`config.mk`:
```
export PLATFORM = sky130hd
export DESIGN_NAME = prog_loader
export DESIGN_NICKNAME = d
export VERILOG_FILES = /design/src/rtl/prog_loader.sv
export SDC_FILE = /design/constraint.sdc
export NUM_CORES = 1
export LEC_CHECK = 0
export BUFFER_PORTS_ARGS = -buffer_cell sky130_fd_sc_hd__buf_2
export CORE_MARGIN = 4
export CORE_UTILIZATION = 57
export CTS_BUF_LIST = sky130_fd_sc_hd__clkbuf_16
export DETAILED_ROUTE_END_ITERATION = 10
export PLACE_DENSITY = 0.78
export RECOVER_POWER = 50
export SYNTH_ARGS = -nofsm -noshare
export SYNTH_HDL_FRONTEND = slang
export SYNTH_SLANG_ARGS = --single-unit
```
`constraint.sdc`:
```
create_clock -name clk -period 3.21 [get_ports clk]
set_clock_uncertainty 0.1 [all_clocks]
set_input_delay 0.1605 -clock clk [delete_from_list [all_inputs] [get_ports clk]]
set_output_delay 0.1605 -clock clk [all_outputs]
set_load 0.005 [all_outputs]
```
`src/rtl/prog_loader.sv`:
```
// rtl/prog_loader.sv - framed byte-stream program loader for a core's program memory
//
// Receives SYNC, LEN, LEN payload bytes, CSUM (XOR of LEN and payload) on a
// valid/ready byte stream, writes the payload to program memory starting at
// word 0, pads the remaining words with FILL_BYTE, then releases the core.
//
// Ports:
//   clk, rst           clock, synchronous active-high reset
//   in_data/in_valid   host byte stream
//   in_ready           loader accepts a byte this cycle
//   ld_we/addr/data    registered write port into program memory
//   cpu_run            core released to execute (DONE state only)
//   busy               frame in progress (LEN, DATA, CSUM, FILL)
//   err, err_code      sticky error flag and cause (1 length, 2 csum, 3 timeout)
module prog_loader #(
   parameter int         MEM_DEPTH = 19,
   parameter logic [7:0] SYNC_BYTE = 8'hA5,
   parameter logic [7:0] FILL_BYTE = 8'h0A,
   parameter int         TIMEOUT   = 255
) (
   input  logic       clk,
   input  logic       rst,
   input  logic [7:0] in_data,
   input  logic       in_valid,
   output logic       in_ready,
   output logic       ld_we,
   output logic [4:0] ld_addr,
   output logic [7:0] ld_data,
   output logic       cpu_run,
   output logic       busy,
   output logic       err,
   output logic [1:0] err_code
);

   localparam int         GW     = $clog2(TIMEOUT + 1);
   localparam logic [7:0] DEPTH8 = 8'(MEM_DEPTH);
   localparam logic [7:0] LAST8  = 8'(MEM_DEPTH - 1);
   localparam logic [GW-1:0] GAP_LAST = GW'(TIMEOUT - 1);
   localparam logic [GW-1:0] GAP_MAX  = GW'(TIMEOUT);

   typedef enum logic [2:0] {
      S_IDLE, S_LEN, S_DATA, S_CSUM, S_FILL, S_DONE
   } state_t;

   state_t          state, state_n;
   logic [7:0]      len_q;
   logic [7:0]      csum_q;
   logic [7:0]      idx_q;
   logic [GW-1:0]   gap_q;
   logic            xfer;
   logic            in_frame;
   logic            timeout_hit;
   logic            len_ok;
   logic            is_sync;

   assign in_ready    = !rst && (state != S_FILL);
   assign busy        = !rst && (state == S_LEN || state == S_DATA ||
                                 state == S_CSUM || state == S_FILL);
   assign cpu_run     = !rst && (state == S_DONE);

   assign xfer        = in_valid && in_ready;
   assign is_sync     = (in_data == SYNC_BYTE);
   assign len_ok      = (in_data != 8'd0) && (in_data <= DEPTH8);
   assign in_frame    = (state == S_LEN || state == S_DATA || state == S_CSUM);
   // Fires on the TIMEOUT-th consecutive idle cycle inside a frame.
   assign timeout_hit = in_frame && !xfer && (gap_q == GAP_LAST);

   always_ff @(posedge clk) begin
      if (rst) state <= S_IDLE;
      else     state <= state_n;
   end

   always_comb begin
      state_n = state;
      case (state)
         S_IDLE, S_DONE: if (xfer && is_sync) state_n = S_LEN;
         S_LEN: begin
            if (timeout_hit)  state_n = S_IDLE;
            else if (xfer)    state_n = len_ok ? S_DATA : S_IDLE;
         end
         S_DATA: begin
            if (timeout_hit)                           state_n = S_IDLE;
            else if (xfer && (idx_q + 8'd1) == len_q)  state_n = S_CSUM;
         end
         S_CSUM: begin
            if (timeout_hit) state_n = S_IDLE;
            else if (xfer)   state_n = (in_data == csum_q) ? S_FILL : S_IDLE;
         end
         // idx_q == MEM_DEPTH means a full-length frame: one idle FILL cycle.
         S_FILL:  if (idx_q >= LAST8) state_n = S_DONE;
         default: state_n = S_IDLE;
      endcase
   end

   always_ff @(posedge clk) begin
      if (rst) begin
         ld_we    <= 1'b0;
         ld_addr  <= '0;
         ld_data  <= '0;
         err      <= 1'b0;
         err_code <= 2'd0;
         len_q    <= '0;
         csum_q   <= '0;
         idx_q    <= '0;
         gap_q    <= '0;
      end else begin
         ld_we <= 1'b0;

         if (!in_frame || xfer)      gap_q <= '0;
         else if (gap_q != GAP_MAX)  gap_q <= gap_q + 1'b1;

         case (state)
            S_IDLE, S_DONE: begin
               if (xfer && is_sync) begin
                  err      <= 1'b0;
                  err_code <= 2'd0;
               end
            end
            S_LEN: begin
               if (timeout_hit) begin
                  err      <= 1'b1;
                  err_code <= 2'd3;
               end else if (xfer) begin
                  if (len_ok) begin
                     len_q  <= in_data;
                     csum_q <= in_data;
                     idx_q  <= '0;
                  end else begin
                     err      <= 1'b1;
                     err_code <= 2'd1;
                  end
               end
            end
            S_DATA: begin
               if (timeout_hit) begin
                  err      <= 1'b1;
                  err_code <= 2'd3;
               end else if (xfer) begin
                  ld_we   <= 1'b1;
                  ld_addr <= idx_q[4:0];
                  ld_data <= in_data;
                  csum_q  <= csum_q ^ in_data;
                  idx_q   <= idx_q + 8'd1;
               end
            end
            S_CSUM: begin
               if (timeout_hit) begin
                  err      <= 1'b1;
                  err_code <= 2'd3;
               end else if (xfer && in_data != csum_q) begin
                  err      <= 1'b1;
                  err_code <= 2'd2;
               end
            end
            S_FILL: begin
               if (idx_q < DEPTH8) begin
                  ld_we   <= 1'b1;
                  ld_addr <= idx_q[4:0];
                  ld_data <= FILL_BYTE;
                  idx_q   <= idx_q + 8'd1;
               end
            end
            default: ;
         endcase
      end
   end

endmodule
```
Yosys cells after proc, flatten, opt, wreduce, memory -nomap -nowiden

Cells that the tools add are included.

Eq/ne operators: 26
Multiplexer cells: 52
Reductions and logical operators: 31
$lt $le $gt $ge: 3
Bitwise operators: 2
Add/sub/neg operators: 2

Operator list:

| operator                                                                         | count |
|---|---|
| 8-bit 2-to-1 mux                                                                 | 14 |
| 8-bit one-hot mux with 2 select lines                                            | 2 |
| 3-bit 2-to-1 mux                                                                 | 9 |
| 8-bit one-hot mux with 3 select lines                                            | 1 |
| 8-bit by 1-bit adder with 8-bit output, second input constant                    | 2 |
| 8-bit equality test                                                              | 2 |
| 8-bit equality test, second input constant                                       | 2 |
| 2-bit 2-to-1 mux                                                                 | 8 |
| 5-bit 2-to-1 mux                                                                 | 3 |
| 3-bit one-hot mux with 5 select lines                                            | 1 |
| 2-bit inequality test, second input constant                                     | 7 |
| 3-bit inequality test, second input constant                                     | 4 |
| 6-bit AND reduction                                                              | 2 |
| 1-bit logical AND                                                                | 10 |
| 1-bit 2-to-1 mux                                                                 | 10 |
| 5-bit one-hot mux with 2 select lines                                            | 1 |
| 8-bit by 5-bit >= comparator with 1-bit output, second input constant            | 1 |
| 8-bit by 5-bit less-or-equal comparator with 1-bit output, second input constant | 1 |
| 8-bit by 5-bit less-than comparator with 1-bit output, second input constant     | 1 |
| 8-bit inequality test                                                            | 1 |
| 8-bit inequality test, second input constant                                     | 1 |
| 2-bit one-hot mux with 4 select lines                                            | 1 |
| 4-bit AND reduction                                                              | 2 |
| 8-bit nonzero test                                                               | 1 |
| 18 further kinds                                                                 | 29 |

Output and inout port bits: 20
Word-level logic and storage cells: 126
Bits in registers: 52
Input port bits: 11

Longest topological paths before layout

Word-level depth: 8
Mapped depth: 9
Mapped depth without buffers: 8

Least setup slack after synthesis

OpenSTA, ideal clock, no wires.

Path kind: flip-flop to flip-flop
From: register state[2]
To: register state[1]
Setup slack: 931 ps
Arrival time: 2108 ps
Clock period less this slack: 2279 ps
Library setup time: 70 ps
Stages on the path, launching flop included: 8
Cells stage by stage: dfxtp_1 o21bai_4 or4_1 buf_2 a32oi_4 o211ai_2 or4_1 a21oi_1

Word-level cells in the longest chain between the ends: 8

RTL lines:

| item                                                                                                 | RTL line | text |
|---|---|---|
| start, declared                                                                                      | 45       | `state_t state, state_n;` |
| start signal, assigned                                                                               | 70       | `else state <= state_n;` |
| 3-bit inequality test                                                                                | 56       | `assign in_ready = !rst && (state != S_FILL);` |
| 1-bit logical AND                                                                                    | 56       |  |
| 1-bit logical AND                                                                                    | 61       | `assign xfer = in_valid && in_ready;` |
| 1-bit zero test                                                                                      | 66       | `assign timeout_hit = in_frame && !xfer && (gap_q == GAP_LAST);` |
| 1-bit logical AND (2 in series)                                                                      | 66       |  |
| 3-bit by 2-bit inequality test with 1-bit output (no source line) (tied with other cells)            | n/a      |  |
| 5-bit AND reduction (no source line) / 3-bit one-hot mux with 5 select lines (equally long branches) | n/a      |  |

Parallel ways exist; a longest one is shown, timed or not.
A chain may end at the register's enable or synchronous reset.

Final worst setup path

From: register state[1]
To: register state[1]

Same word-level chain as after synthesis.

==> results.txt <==
The number of maximum-capacitance violations is 0. Once the clock tree was built, the resizer swapped 0 gates to a different size. The area added between synthesis and finish was 10.6%; the total wire length after detailed routing was 6440 um. The run gives 0 as the residual antenna-violating net count after detailed routing. Most repeated library cell on the critical path: sky130_fd_sc_hd__or4_1. The most critical setup path has its startpoint at state[1]. Clock-pin slew was measured on the worst setup and hold paths at 0.06 ns. The number of antenna diodes in the final layout is 0. The run gives 432 as the number of placed instances, taps included.

For the worst setup path, the data required time is 3.33 ns. Synthesized netlist cell count: 357. Setup violations remaining at the end of the flow were counted as 0. Setup repair after global routing left no endpoint under its margin. For this run, the detailed router's first-pass iteration total came to 4. The signal on the critical path passes through o21bai_1 -> or4_1 -> a32oi_4 -> o211ai_2 -> or4_1 -> a21oi_1.

In this run the horizontal extent of the chip is 78.6 um. Leading cell type in the layout, fill and taps excluded: sky130_fd_sc_hd__dfxtp_1. The run gives 0.0759 ns as the worst-case hold slack. Using the TritonRoute via totals, the vias-per-cell ratio works out to 5.76. The run gives 0.234 mV as the worst vdd rail ir drop. The die is 78.6 um tall.

The finished layout holds 440 standard cells, fillers aside. Cell at the slowest stage of the critical path: sky130_fd_sc_hd__or4_1. The tools report the HPWL after detailed placement as 4430 um. The run gives 20.5% as the normalized max-slew margin. The clock net sink count is 52. TritonCTS built the clock tree. In this run the most critical hold path is launched from in_data[6]. The fill cell total of the finished layout was 408; the number of storage elements in the synthesis netlist was 52.

For this run, the top clock speed supported by timing is 351 MHz. Cell type with the highest aggregate area in the netlist: sky130_fd_sc_hd__dfxtp_1. Across all layers, the routed design uses 2,535 vias. 31 I/O pins were placed.

In this run the critical register-to-register path is launched from state[1]. Most frequently used flop master after synthesis: sky130_fd_sc_hd__dfxtp_1. The violation count after the first detailed-route iteration is 87.

The proportion of layout cells with a drive suffix above 1 works out to 11.3%. For the wire length of the first global-routing pass, the log shows 11,300 um. The clock latency of the later-clocked register in the worst-skew pair came out at 0.29 ns.

The starting density of the core was 59.4%; the area of the placeable core was 4790 um2. The tools report the critical path endpoint category as a register. The tools report the number of nets in the finished design as 388.

Clock tree synthesis selected as its root buffer the cell sky130_fd_sc_hd__clkbuf_16. Entering global routing, the biggest net connects 49 pins. The clock tree synthesis step divided the H-tree into 2 levels.

The library cells used most frequently in the layout, excluding fill and tap cells, are sky130_fd_sc_hd__dfxtp_1 (52), sky130_fd_sc_hd__nand2_1 (41), sky130_fd_sc_hd__a21oi_1 (40). At the pin with the least slew margin, the transition time is 1.19 ns. The number of setup buffers added after CTS is 0.

The clock passes through at most 2 buffers. The hold violation count in the final report came out at 0. The flow ran to the end, and the final reports show no timing, DRC or antenna violations.

Path type of the worst min-delay path: in2reg. After synthesis, the share of flip-flops with an asynchronous set or reset is 0%. The number of input and output port buffers inserted came out at 30. Startpoint type of the worst setup path: a register. Post-synth design cell area: 2840 um2. Initial antenna violation count: 0. Along the worst path, the maximum fanout reaches 12. Dividing the final minimum period by the clock period gives 88.6%. The tools report the total global routing track utilization as 22.6%.

Final period demand of the worst path: 2.85 ns. On the worst path, the slowest cell contributes a delay of 0.73 ns. For this run, design rule violations remaining after detail routing come to 0. The via count of the first global-routing pass came out at 2,446. Final max-slew violation count: 0. In this run the register-to-register setup slack is 0.36 ns. Mean instance size in the synthesized netlist: 7.97 um2. In this run the core area contains 25 standard-cell rows. STA puts the critical path data arrival time at 2.97 ns.

The share of Yosys cell area claimed by the top area cell type is 36.6%. By area the synthesized netlist is led by sky130_fd_sc_hd__dfxtp_1 (37%), sky130_fd_sc_hd__a21oi_1 (7.0%), sky130_fd_sc_hd__nand2_1 (5.4%), sky130_fd_sc_hd__xor2_1 (4.6%), sky130_fd_sc_hd__nor2_1 (3.8%). For the number of distinct library cell variants in the gate-level netlist after synthesis, the log shows 49. The tools report the number of warnings printed during yosys synthesis as 0. The run gives 1.12 nW as the leakage power of the design.

For this run, the register share of the synthesized area comes to 36.6%. The critical path class was reg2reg. In the final timing run, aggregate negative setup slack is 0 ns. The number of nets in the synthesized netlist is 373.

The count of flip-flops with a built-in enable after synthesis is 0, and the area enclosed by the die boundary is 6180 um2. Routability-driven placement finished with a final weighted congestion of 0.904. Clock tree synthesis inserted a total of 5 buffers. Dividing the detail-routed wire length by the instance count gives 14.6 um. After clock tree synthesis, the flow added hold-fix buffers numbering 0. Dividing total power by cell area gives a power density of 416 nW/um2.

After global routing the overflow that remains totals 0.
## final timing paths
path,endpoint,cells after the start
min reg2reg,ld_addr[3],2
min,csum_q[6],3
max reg2reg,state[1],6
max,state[1],6
## cells by family (layout without fill, tap and decap cells)
family / count (synthesis) / count (layout) / share of synthesized area [%]
AOI/OAI and AO/OA: 91 / 91 / 20.7
DFF: 52 / 52 / 36.6
adders and majority gates: 5 / 5 / 2.20
and+or+nand+nor: 147 / 147 / 26.0
xor gates and xnor gates: 24 / 24 / 7.88
muxes: 6 / 6 / 2.11
buffers and inverters: 32 / 48 / 4.58
## per-layer routing
layer | GRT usage [%] | vias up | part of all wire (%)
li1 | - | 1301 | -
met1 | 29.3 | 1179 | 48
met2 | 36.2 | 41 | 46
met3 | 4.01 | 14 | 3.2
met4 | 10.8 | 0 | 2.5
met5 | 0 | - | 0
## metrics by stage
stage / util, % / area, um2 / setup slack (ns) / total power [mW]
floorplan: - / 2840 / 0.931 / 0.700
global placement: 62.7 / 3000 / 0.511 / 0.720
detailed placement: 62.7 / 3000 / 0.481 / 0.720
CTS: 66.2 / 3170 / 0.448 / 1.32
global route: 65.7 / 3140 / 0.209 / 1.35
finish: 65.7 / 3140 / 0.365 / 1.31
## report_power, final
part / internal (mW) / leakage, nW / total, mW / switching (mW)
sequential: 0.646 / 0.419 / 0.648 / 0.00234
clock: 0.366 / 0.0798 / 0.603 / 0.237
combinational: 0.0175 / 0.625 / 0.0565 / 0.0389
total: 1.03 / 1.12 / 1.31 / 0.278
## worst max-delay path, delay by kind of cell (launching register included)
kind               cells  cell delay [ns]
DFF                    1             0.55
and+or+nand+nor        2             1.22
AOI/OAI and AO/OA      4             0.91
## final cells by class
cell class / instances / area [um2] / area share [%]
clock buffers: 5 / 125 / 3.98
multi-input cells: 273 / 1660 / 52.8
repair buffers: 34 / 168 / 5.33
well taps: 67 / 83.8 / 2.67
flip-flops and latches: 52 / 1040 / 33.1
clock inverters: 3 / 42.5 / 1.35
inverters: 6 / 22.5 / 0.716
## flip-flops by register name, indices dropped and copies added, names as in the netlist
register and count:
gap_q 8, ld_we 1, state 3, err_code 2, ld_addr 5, err 1
len_q 8, csum_q 8, ld_data 8, idx_q 8
## synthesized netlist by cell type (3+ instances only)
master,n
sky130_fd_sc_hd__ha_1,5
sky130_fd_sc_hd__xor2_1,15
sky130_fd_sc_hd__buf_2,8
sky130_fd_sc_hd__dfxtp_1,52
sky130_fd_sc_hd__o31ai_1,9
sky130_fd_sc_hd__xnor2_1,8
sky130_fd_sc_hd__nand2_1,41
sky130_fd_sc_hd__or4_1,3
sky130_fd_sc_hd__nand4_1,6
sky130_fd_sc_hd__or3_1,8
sky130_fd_sc_hd__and3_1,6
sky130_fd_sc_hd__nand3_1,19
sky130_fd_sc_hd__a21oi_1,40
sky130_fd_sc_hd__nor2_1,29
sky130_fd_sc_hd__clkbuf_1,18
sky130_fd_sc_hd__nor3_1,9
sky130_fd_sc_hd__nor3b_1,4
sky130_fd_sc_hd__o21ai_0,21
sky130_fd_sc_hd__a31oi_1,3
sky130_fd_sc_hd__nor4_1,4
sky130_fd_sc_hd__nor2b_1,3
sky130_fd_sc_hd__or2_2,3
sky130_fd_sc_hd__inv_1,6
sky130_fd_sc_hd__mux2i_1,6
Note: power is estimated with default switching activity, not from simulation.
